--- config.mk ---
export PLATFORM = sky130hd
export DESIGN_NAME = reg_file_mp_flat
export DESIGN_NICKNAME = d
export VERILOG_FILES = /design/src/rtl/reg_file_mp_if.sv /design/src/rtl/reg_file_mp.sv /design/src/flat_wrapper.sv
export SDC_FILE = /design/constraint.sdc
export NUM_CORES = 1
export LEC_CHECK = 0
export BUFFER_PORTS_ARGS = -buffer_cell sky130_fd_sc_hd__buf_2
export CAP_MARGIN = 30
export CORE_ASPECT_RATIO = 0.8
export CORE_MARGIN = 10
export CORE_UTILIZATION = 60
export CTS_CLUSTER_DIAMETER = 60
export DETAILED_ROUTE_END_ITERATION = 6
export GPL_ROUTABILITY_DRIVEN = 0
export PLACE_DENSITY = 0.79
export SLEW_MARGIN = 5
export SYNTH_ARGS = -nofsm -noshare
export SYNTH_HDL_FRONTEND = slang
export SYNTH_SLANG_ARGS = --single-unit
--- constraint.sdc ---
create_clock -name clk -period 3.35 [get_ports clk]
set_input_delay 0 -clock clk [delete_from_list [all_inputs] [get_ports clk]]
set_output_delay 0 -clock clk [all_outputs]
set_load 0.01 [all_outputs]
--- src/rtl/reg_file_mp_if.sv ---
// Operand/side-channel bus between the control unit/ALU and the reg_file_mp register file.
interface reg_file_mp_if #(
   parameter int DATA_W   = 16,
   parameter int NUM_REGS = 16
);
   localparam int AW = $clog2(NUM_REGS);

   logic [DATA_W-1:0] RST_VEC;
   logic              RW;
   logic              BW;
   logic [AW-1:0]     reg_DA;
   logic [AW-1:0]     reg_SA;
   logic [1:0]        As;
   logic [DATA_W-1:0] reg_Din;
   logic              pc_inc;
   logic              sp_push;
   logic              sp_pop;
   logic              sr_we;
   logic [DATA_W-1:0] sr_mask;
   logic [DATA_W-1:0] sr_flags_in;
   logic [DATA_W-1:0] Sout;
   logic [DATA_W-1:0] Dout;
   logic [DATA_W-1:0] reg_PC_out;
   logic [DATA_W-1:0] reg_SP_out;
   logic [DATA_W-1:0] reg_SR_out;
   logic              ready;
   logic              pc_fault;

   modport master (
      output RST_VEC, RW, BW, reg_DA, reg_SA, As, reg_Din,
             pc_inc, sp_push, sp_pop, sr_we, sr_mask, sr_flags_in,
      input  Sout, Dout, reg_PC_out, reg_SP_out, reg_SR_out, ready, pc_fault
   );

   modport slave (
      input  RST_VEC, RW, BW, reg_DA, reg_SA, As, reg_Din,
             pc_inc, sp_push, sp_pop, sr_we, sr_mask, sr_flags_in,
      output Sout, Dout, reg_PC_out, reg_SP_out, reg_SR_out, ready, pc_fault
   );
endinterface

--- src/rtl/reg_file_mp.sv ---
// MSP430-class register file: post-reset clearing sequencer, PC/SP/SR side channels,
// byte-write masking, write-to-read bypass and constant generator on the source port.
module reg_file_mp #(
   parameter int               DATA_W   = 16,
   parameter int               NUM_REGS = 16,
   parameter logic [DATA_W-1:0] PC_MIN  = DATA_W'(16'h0200),
   parameter logic [DATA_W-1:0] SP_RST  = DATA_W'(16'h0400),
   parameter bit               BYPASS   = 1'b1
) (
   input logic            clk,
   input logic            rst,
   reg_file_mp_if.slave   bus
);
   localparam int AW = $clog2(NUM_REGS);
   localparam logic [AW-1:0]     A_PC  = AW'(0);
   localparam logic [AW-1:0]     A_SP  = AW'(1);
   localparam logic [AW-1:0]     A_SR  = AW'(2);
   localparam logic [AW-1:0]     A_CG  = AW'(3);
   localparam logic [AW-1:0]     A_FST = AW'(4);
   localparam logic [AW-1:0]     A_LST = AW'(NUM_REGS-1);
   localparam logic [DATA_W-1:0] TWO   = DATA_W'(2);
   localparam logic [DATA_W-1:0] ALIGN = ~(DATA_W'(1));

   typedef enum logic {ST_INIT = 1'b0, ST_RUN = 1'b1} state_t;

   state_t            r_state;
   logic [AW-1:0]     r_idx;
   logic [DATA_W-1:0] r_regs [NUM_REGS];
   logic              r_ready;
   logic              r_pc_fault;

   logic [DATA_W-1:0] w_wdata;
   logic [DATA_W-1:0] w_r0_wval;
   logic [DATA_W-1:0] w_r1_wval;
   logic [DATA_W-1:0] w_wr_val;
   logic              w_wr_en;
   logic              w_r0_fault;
   logic              w_byp_da;
   logic              w_byp_sa;

   // Write data shaping; w_wr_val is what the addressed register will actually hold.
   always_comb begin
      w_wdata    = bus.BW ? {{(DATA_W-8){1'b0}}, bus.reg_Din[7:0]} : bus.reg_Din;
      w_wr_en    = (r_state == ST_RUN) && bus.RW;
      w_r0_fault = (w_wdata < PC_MIN);
      w_r0_wval  = w_r0_fault ? bus.RST_VEC : (w_wdata & ALIGN);
      w_r1_wval  = w_wdata & ALIGN;
      case (bus.reg_DA)
         A_PC:    w_wr_val = w_r0_wval;
         A_SP:    w_wr_val = w_r1_wval;
         default: w_wr_val = w_wdata;
      endcase
      w_byp_da = BYPASS && w_wr_en && (bus.reg_DA != A_CG);
      w_byp_sa = w_byp_da && (bus.reg_SA == bus.reg_DA);
   end

   // Destination read port: R3 is hard-wired zero.
   always_comb begin
      if (bus.reg_DA == A_CG) begin
         bus.Dout = '0;
      end else if (w_byp_da) begin
         bus.Dout = w_wr_val;
      end else begin
         bus.Dout = r_regs[bus.reg_DA];
      end
   end

   // Source read port: constant generator on R2/R3 overrides register and bypass data.
   always_comb begin
      if (bus.reg_SA == A_CG) begin
         case (bus.As)
            2'b00:   bus.Sout = '0;
            2'b01:   bus.Sout = DATA_W'(1);
            2'b10:   bus.Sout = DATA_W'(2);
            default: bus.Sout = '1;
         endcase
      end else if ((bus.reg_SA == A_SR) && (bus.As != 2'b00)) begin
         case (bus.As)
            2'b01:   bus.Sout = '0;
            2'b10:   bus.Sout = DATA_W'(4);
            default: bus.Sout = DATA_W'(8);
         endcase
      end else if (w_byp_sa) begin
         bus.Sout = w_wr_val;
      end else begin
         bus.Sout = r_regs[bus.reg_SA];
      end
   end

   // Sequencer FSM and all register updates.
   always_ff @(posedge clk) begin
      if (rst) begin
         r_state    <= ST_INIT;
         r_idx      <= A_FST;
         r_ready    <= 1'b0;
         r_pc_fault <= 1'b0;
         for (int i = 0; i < NUM_REGS; i++) begin
            r_regs[i] <= '0;
         end
         r_regs[0] <= bus.RST_VEC;
         r_regs[1] <= SP_RST;
      end else begin
         case (r_state)
            ST_INIT: begin
               r_regs[r_idx] <= '0;
               r_idx         <= r_idx + AW'(1);
               r_pc_fault    <= 1'b0;
               if (r_idx == A_LST) begin
                  r_state <= ST_RUN;
                  r_ready <= 1'b1;
               end
            end
            ST_RUN: begin
               if (w_wr_en && (bus.reg_DA == A_PC)) begin
                  r_regs[0]  <= w_r0_wval;
                  r_pc_fault <= w_r0_fault;
               end else begin
                  r_pc_fault <= 1'b0;
                  if (bus.pc_inc) begin
                     r_regs[0] <= r_regs[0] + TWO;
                  end
               end
               // Simultaneous push and pop cancel out.
               if (w_wr_en && (bus.reg_DA == A_SP)) begin
                  r_regs[1] <= w_r1_wval;
               end else if (bus.sp_push && !bus.sp_pop) begin
                  r_regs[1] <= r_regs[1] - TWO;
               end else if (bus.sp_pop && !bus.sp_push) begin
                  r_regs[1] <= r_regs[1] + TWO;
               end
               if (w_wr_en && (bus.reg_DA == A_SR)) begin
                  r_regs[2] <= w_wdata;
               end else if (bus.sr_we) begin
                  r_regs[2] <= (r_regs[2] & ~bus.sr_mask) | (bus.sr_flags_in & bus.sr_mask);
               end
               if (w_wr_en && (bus.reg_DA > A_CG)) begin
                  r_regs[bus.reg_DA] <= w_wdata;
               end
               r_regs[3] <= '0;
            end
            default: begin
               r_state <= ST_INIT;
               r_idx   <= A_FST;
               r_ready <= 1'b0;
            end
         endcase
      end
   end

   assign bus.reg_PC_out = r_regs[0];
   assign bus.reg_SP_out = r_regs[1];
   assign bus.reg_SR_out = r_regs[2];
   assign bus.ready      = r_ready;
   assign bus.pc_fault   = r_pc_fault;
endmodule

--- src/flat_wrapper.sv ---
// flat-port wrapper written by rule: the top's interface ports become plain ports
module reg_file_mp_flat 
#(
   parameter int               DATA_W   = 16,
   parameter int               NUM_REGS = 16,
   parameter logic [DATA_W-1:0] PC_MIN  = DATA_W'(16'h0200),
   parameter logic [DATA_W-1:0] SP_RST  = DATA_W'(16'h0400),
   parameter bit               BYPASS   = 1'b1
)
  (clk, rst, bus_RST_VEC, bus_RW, bus_BW, bus_reg_DA, bus_reg_SA, bus_As, bus_reg_Din, bus_pc_inc, bus_sp_push, bus_sp_pop, bus_sr_we, bus_sr_mask, bus_sr_flags_in, bus_Sout, bus_Dout, bus_reg_PC_out, bus_reg_SP_out, bus_reg_SR_out, bus_ready, bus_pc_fault);
  reg_file_mp_if #(.DATA_W(DATA_W), .NUM_REGS(NUM_REGS)) bus_i ();
  input logic clk;
  input logic rst;
  input wire logic [$bits(bus_i.RST_VEC)-1:0] bus_RST_VEC;
  input wire logic [$bits(bus_i.RW)-1:0] bus_RW;
  input wire logic [$bits(bus_i.BW)-1:0] bus_BW;
  input wire logic [$bits(bus_i.reg_DA)-1:0] bus_reg_DA;
  input wire logic [$bits(bus_i.reg_SA)-1:0] bus_reg_SA;
  input wire logic [$bits(bus_i.As)-1:0] bus_As;
  input wire logic [$bits(bus_i.reg_Din)-1:0] bus_reg_Din;
  input wire logic [$bits(bus_i.pc_inc)-1:0] bus_pc_inc;
  input wire logic [$bits(bus_i.sp_push)-1:0] bus_sp_push;
  input wire logic [$bits(bus_i.sp_pop)-1:0] bus_sp_pop;
  input wire logic [$bits(bus_i.sr_we)-1:0] bus_sr_we;
  input wire logic [$bits(bus_i.sr_mask)-1:0] bus_sr_mask;
  input wire logic [$bits(bus_i.sr_flags_in)-1:0] bus_sr_flags_in;
  output wire logic [$bits(bus_i.Sout)-1:0] bus_Sout;
  output wire logic [$bits(bus_i.Dout)-1:0] bus_Dout;
  output wire logic [$bits(bus_i.reg_PC_out)-1:0] bus_reg_PC_out;
  output wire logic [$bits(bus_i.reg_SP_out)-1:0] bus_reg_SP_out;
  output wire logic [$bits(bus_i.reg_SR_out)-1:0] bus_reg_SR_out;
  output wire logic [$bits(bus_i.ready)-1:0] bus_ready;
  output wire logic [$bits(bus_i.pc_fault)-1:0] bus_pc_fault;
  assign bus_i.RST_VEC = bus_RST_VEC;
  assign bus_i.RW = bus_RW;
  assign bus_i.BW = bus_BW;
  assign bus_i.reg_DA = bus_reg_DA;
  assign bus_i.reg_SA = bus_reg_SA;
  assign bus_i.As = bus_As;
  assign bus_i.reg_Din = bus_reg_Din;
  assign bus_i.pc_inc = bus_pc_inc;
  assign bus_i.sp_push = bus_sp_push;
  assign bus_i.sp_pop = bus_sp_pop;
  assign bus_i.sr_we = bus_sr_we;
  assign bus_i.sr_mask = bus_sr_mask;
  assign bus_i.sr_flags_in = bus_sr_flags_in;
  assign bus_Sout = bus_i.Sout;
  assign bus_Dout = bus_i.Dout;
  assign bus_reg_PC_out = bus_i.reg_PC_out;
  assign bus_reg_SP_out = bus_i.reg_SP_out;
  assign bus_reg_SR_out = bus_i.reg_SR_out;
  assign bus_ready = bus_i.ready;
  assign bus_pc_fault = bus_i.pc_fault;
  reg_file_mp #(.DATA_W(DATA_W), .NUM_REGS(NUM_REGS), .PC_MIN(PC_MIN), .SP_RST(SP_RST), .BYPASS(BYPASS)) u_core (.clk(clk), .rst(rst), .bus(bus_i));
endmodule
Yosys cells after proc, flatten, opt, wreduce, memory -nomap -nowiden --
Memory sizes are Yosys's and may differ from the RTL's. Index checks and enable logic that the tools add are counted. W data, S select, Z words.
Operators by class: equality and inequality tests 10, reduce and logical (&&, ||, !) cells 18, magnitude comparators 2, bitwise operators 15, mux-type cells 75, $add $sub $neg 4
Operator list (count):
- $mux W16 | 19
- $mux W1 | 50
- $pmux W16 S3 | 1
- $add A16 B2 Y16 const B | 2
- $and A16 B16 Y16 | 2
- $pmux W16 S2 | 1
- $reduce_or A16 Y1 | 2
- $eq A4 B2 Y1 const B | 4
- $lt A16 B10 Y1 const B | 1
- $not A16 Y16 | 1
- $or A16 B16 Y16 | 1
- $sub A16 B2 Y16 const B | 1
- $logic_and A1 B1 Y1 | 10
- $or A1 B1 Y1 | 10
- $mux W4 | 2
- $pmux W4 S2 | 1
- $add A4 B1 Y4 const B | 1
- $eq A4 B1 Y1 const B | 1
- $eq A4 B4 Y1 | 1
- $eq A4 B4 Y1 const B | 1
- $gt A4 B2 Y1 const B | 1
- $logic_not A4 Y1 | 1
- $ne A4 B2 Y1 const B | 1
- $eq A2 B1 Y1 const B | 1
- 7 further kinds | 8
Storage, ports and cells: memory bits (writable) 256, bits of input ports 82, logic and storage cells 129, output and inout port bits 82, memories 1, register bits after elaboration 7
Memories:
- u_core.r_regs | words 16, width 16, rd ports 5, clocked after Yosys merged registers in 0, write ports 16, line reg_file_mp.sv:28 | logic [DATA_W-1:0] r_regs [NUM_REGS];

Depth between registers and ports, before layout --
word-level depth 9, gate-level depth with buffers 9, mapped depth without buffers 7

Worst setup path after synthesis --
No wires, ideal clock.
path kind reg-to-reg, from reg u_core.r_state, to mem u_core.r_regs[2][0] (enable), period minus slack after synthesis 2558 ps, library setup time 394 ps, path buffers 3, setup slack 792 ps, data required time 2956 ps, arrival 2164 ps, cell stages (with the launch flop) 8, cell sequence dfxtp_1 buf_2 nand3b_1 nor2_1 buf_2 buf_2 a21oi_1 o211ai_1
RTL lines:
- start: declaration | line reg_file_mp.sv:26 | state_t r_state;
- start signal: assignment | line reg_file_mp.sv:93 | r_state <= ST_INIT;
- start signal: assignment | line reg_file_mp.sv:109 | r_state <= ST_RUN;
- start signal: assignment | line reg_file_mp.sv:142 | r_state <= ST_INIT;
- end: declaration | line reg_file_mp.sv:28

Final worst setup path --
from reg u_core.r_state, to out bus_Sout[2]
On the way: cells in the longest elaborated chain, start to end 6
RTL lines:
- $logic_and A1 B1 Y1 | line reg_file_mp.sv:44 | w_wr_en = (r_state == ST_RUN) && bus.RW;
- $logic_and A1 B1 Y1 | line reg_file_mp.sv:53 | w_byp_da = BYPASS && w_wr_en && (bus.reg_DA != A_CG);
- $logic_and A1 B1 Y1 | line reg_file_mp.sv:54 | w_byp_sa = w_byp_da && (bus.reg_SA == bus.reg_DA);
- $mux W16 | line reg_file_mp.sv:83 | end else if (w_byp_sa) begin
- $mux W16 | line reg_file_mp.sv:77 | end else if ((bus.reg_SA == A_SR) && (bus.As != 2'b00)) begin
- $mux W16 | line reg_file_mp.sv:70 | if (bus.reg_SA == A_CG) begin
- end: declaration | line flat_wrapper.sv:27 | output wire logic [$bits(bus_i.Sout)-1:0] bus_Sout;
No other way between the ends.

==> run summary <==
Setup violators final = 0
Ordered list of cells on the worst path = nand2_1 > a31oi_1 > and4_1 > nand2b_1 > o221ai_1 > buf_2
First-pass DRT Iterations = 7
Final Cell Area = 0.01876 mm²
Std-Cell Rows = 53
Hold Slack = 0.02680 ns
Drt initial violations = 2,626
Max-slew headroom at the worst pin = 39.07%
Least-Margin Pin Slew = 0.9140 ns
Cell accounting for the most synthesized area = edfxtp_1
Post-layout min period = 3.138 ns
Worst reg-to-reg path cell count = 6
Die Span Y = 166.0 µm
Fillers = 1,811
Global router's overall resource usage = 31.97%
Reg-to-Reg Start = u_core.r_state
Prevailing post-synth register cell = edfxtp_1
Vias in the first global route = 12,930
Outcome = finished, violations left
First-pass GRT wire length = 82,680 µm
Final WL = 55,910 µm
Startpoint types = register
Max IR drop VDD = 0.0005830 V
Num CTS Buffers = 26
Routed vias = 13,430
Crit-path max FO = 15
Number of synthesized flops with an enable pin = 256
Worst skew pair latency = 0.55 ns
Final hold violation count = 0
Most frequent cells in the layout = 256 x edfxtp_1, 255 x nor2_1, 159 x buf_2
Post-route DRC = 13
Worst path bufs/invs = 1
Setup TNS Final = 0 ns
Final Core Density = 71.43%
Mean area per synthesized cell = 12.17 µm²
Seq/Total Area, Yosys = 48.97%
WP data arrival = 3.14 ns
Post-CTS resize count = 0
FF-to-FF End = u_core.r_regs[0][4]
Via-to-Cell Ratio = 7.104
Cell depth of the worst setup path = 6
Number of antenna violations at the first check in global routing = 0
Area of the core = 0.02626 mm²
# port buffers = 163
Ys Warns = 0
Worst-case clock buffer depth = 3
Antenna viol nets, final = 0
Yosys top cell area share = 48.10%
Avg WL per Cell = 29.57 µm
Hold Crit Depth = 3
PwrDens = 449.2 mW/mm²
Die span in x = 202.5 µm
Most common cell after layout, fill and taps aside = edfxtp_1
Largest net degree at the start of global routing = 38
Hold Path Sink = u_core.r_regs[2][8]
H-tree depth = 1
CTS tree = done
Area delta synth->final = 17.36%
Placed Area = 0.01719 mm²
P_leak = 0.006873 µW
CP max stage delay = 0.63 ns
Max Clock Skew = 0.008975 ns
Post-synth design cell area = 0.01598 mm²
Ant. Diodes = 0
Synthesis-stage register bit count = 263
Failing checks = DRC
CP max stage cell = dfxtp_1
Fin crit share = 93.68%
Share of layout cells above drive strength 1 = 27.57%
IO Pins = 164
Final Slew Violations = 0
Crit path capture type = primary output
F_max = 318.6 MHz
Layout Nets = 1,606
Hold Path Origin = bus_reg_Din[8]
Cell variety after synth = 71
Critical path required time = 3.35 ns
Kind of critical path = reg -> out
Clk slew on worst S/H paths = 0.07 ns
Clk sink count = 263
CP delay by family, top = simple AND/OR/NAND/NOR gates
Top post-synthesis cells by area = edfxtp_1 48%, mux4_2 16%, nor2_1 6.0%
Die area = 0.03361 mm²
R2R Setup Slk = 0.29 ns
Clock Root Buffer = clkbuf_16
Initial Util = 60.86%
Max-Cap Viols = 0
Async set-or-reset flop fraction in the synthesized netlist = 0%
GRT overflow = 0
Hold Path Class = in -> reg
Post-DP HPWL = 38,490 µm
Mapped Cells = 1,313
RSZ-0062 raised after global routing = false
-- cells by family (layout without fill, tap and decap cells) --
logic type	Yosys count	after routing	share of synthesized area, %
and+or+nand+nor	461	461	13.23
DFF	263	263	48.97
muxes	214	214	22.43
AOI/OAI and AO/OA	209	209	9.472
buffers and inverters	129	334	3.711
xor gates and xnor gates	28	28	1.534
adders and majority gates	8	8	0.6263
other	1	17	0.02346
-- Yosys cell counts, types with 18 or more instances --
cell / number
edfxtp_1: 256
nand2_1: 81
mux2i_1: 69
mux4_2: 112
o211ai_1: 34
o21ai_1: 29
xnor2_1: 18
mux2_2: 33
clkbuf_1: 49
a21oi_1: 23
nor2_1: 255
o21ai_0: 24
nand2b_1: 34
buf_2: 50
a32oi_1: 18
-- repair_timing --
action / in CTS / in global routing
setup buffers: 0 / 0
hold endpoints to repair: 43 / 0
hold buffers: 64 / 0
-- final cells by class --
class,count,area (µm²),share of cell area [%]
multi-input cells,937,7622,40.64
well taps,357,446.7,2.381
clock buffers,30,716.9,3.822
clock inverters,16,195.2,1.041
flip-flops and latches,263,7828,41.73
repair buffers,279,1914,10.21
inverters,9,33.78,0.1801
-- how the worst max path moves through the flow --
stage / from / endpoint / slack [ns]
6_report: u_core.r_state / bus_Sout[2] / 0.21
5_1_grt: u_core.r_state / bus_Sout[13] / 0.13
3_5_place_dp: u_core.r_state / u_core.r_regs[11][14] / 0.66
3_3_place_gp: u_core.r_state / u_core.r_regs[11][6] / 0.74
4_1_cts: u_core.r_state / bus_Sout[2] / 0.34
2_1_floorplan: u_core.r_state / u_core.r_regs[2][0] / 0.79
-- registers in the layout, indices dropped and copies added (netlist names) --
name,count
u_core.bus.pc_fault,1
u_core.bus.ready,1
u_core.r_state,1
u_core.r_idx,4
u_core.r_regs,256
-- metal layers --
layer	GRT usage [%]	wire length [µm]	vias up
li1	-	-	5415
met1	42.65	19420	6454
met2	48.19	24810	1308
met3	9.690	8748	256
met4	12.63	2929	0
met5	0	0	-
-- power by group --
group          switching [µW]  internal, µW
sequential                163          3770
combinational             739           580
clock                    1330          1840
total                    2230          6190
-- per-stage QoR --
stage / worst slack, ns / cells / power, µW
floorplan: 0.7921 / 1329 / 4694
global placement: 0.7369 / 1780 / 5158
detailed placement: 0.6631 / 1780 / 5188
CTS: 0.3389 / 1890 / 8347
global route: 0.1325 / 1891 / 8586
finish: 0.2116 / 1891 / 8425
-- worst reg2reg max path: cells and delay by family (launching register included) --
family	cells	cell delay, ns
DFF	1	0.63
AOI/OAI and AO/OA	1	0.06
muxes	1	0.16
buffers and inverters	2	0.94
and+or+nand+nor	2	1.02
Power figures use the tool's default switching activity.
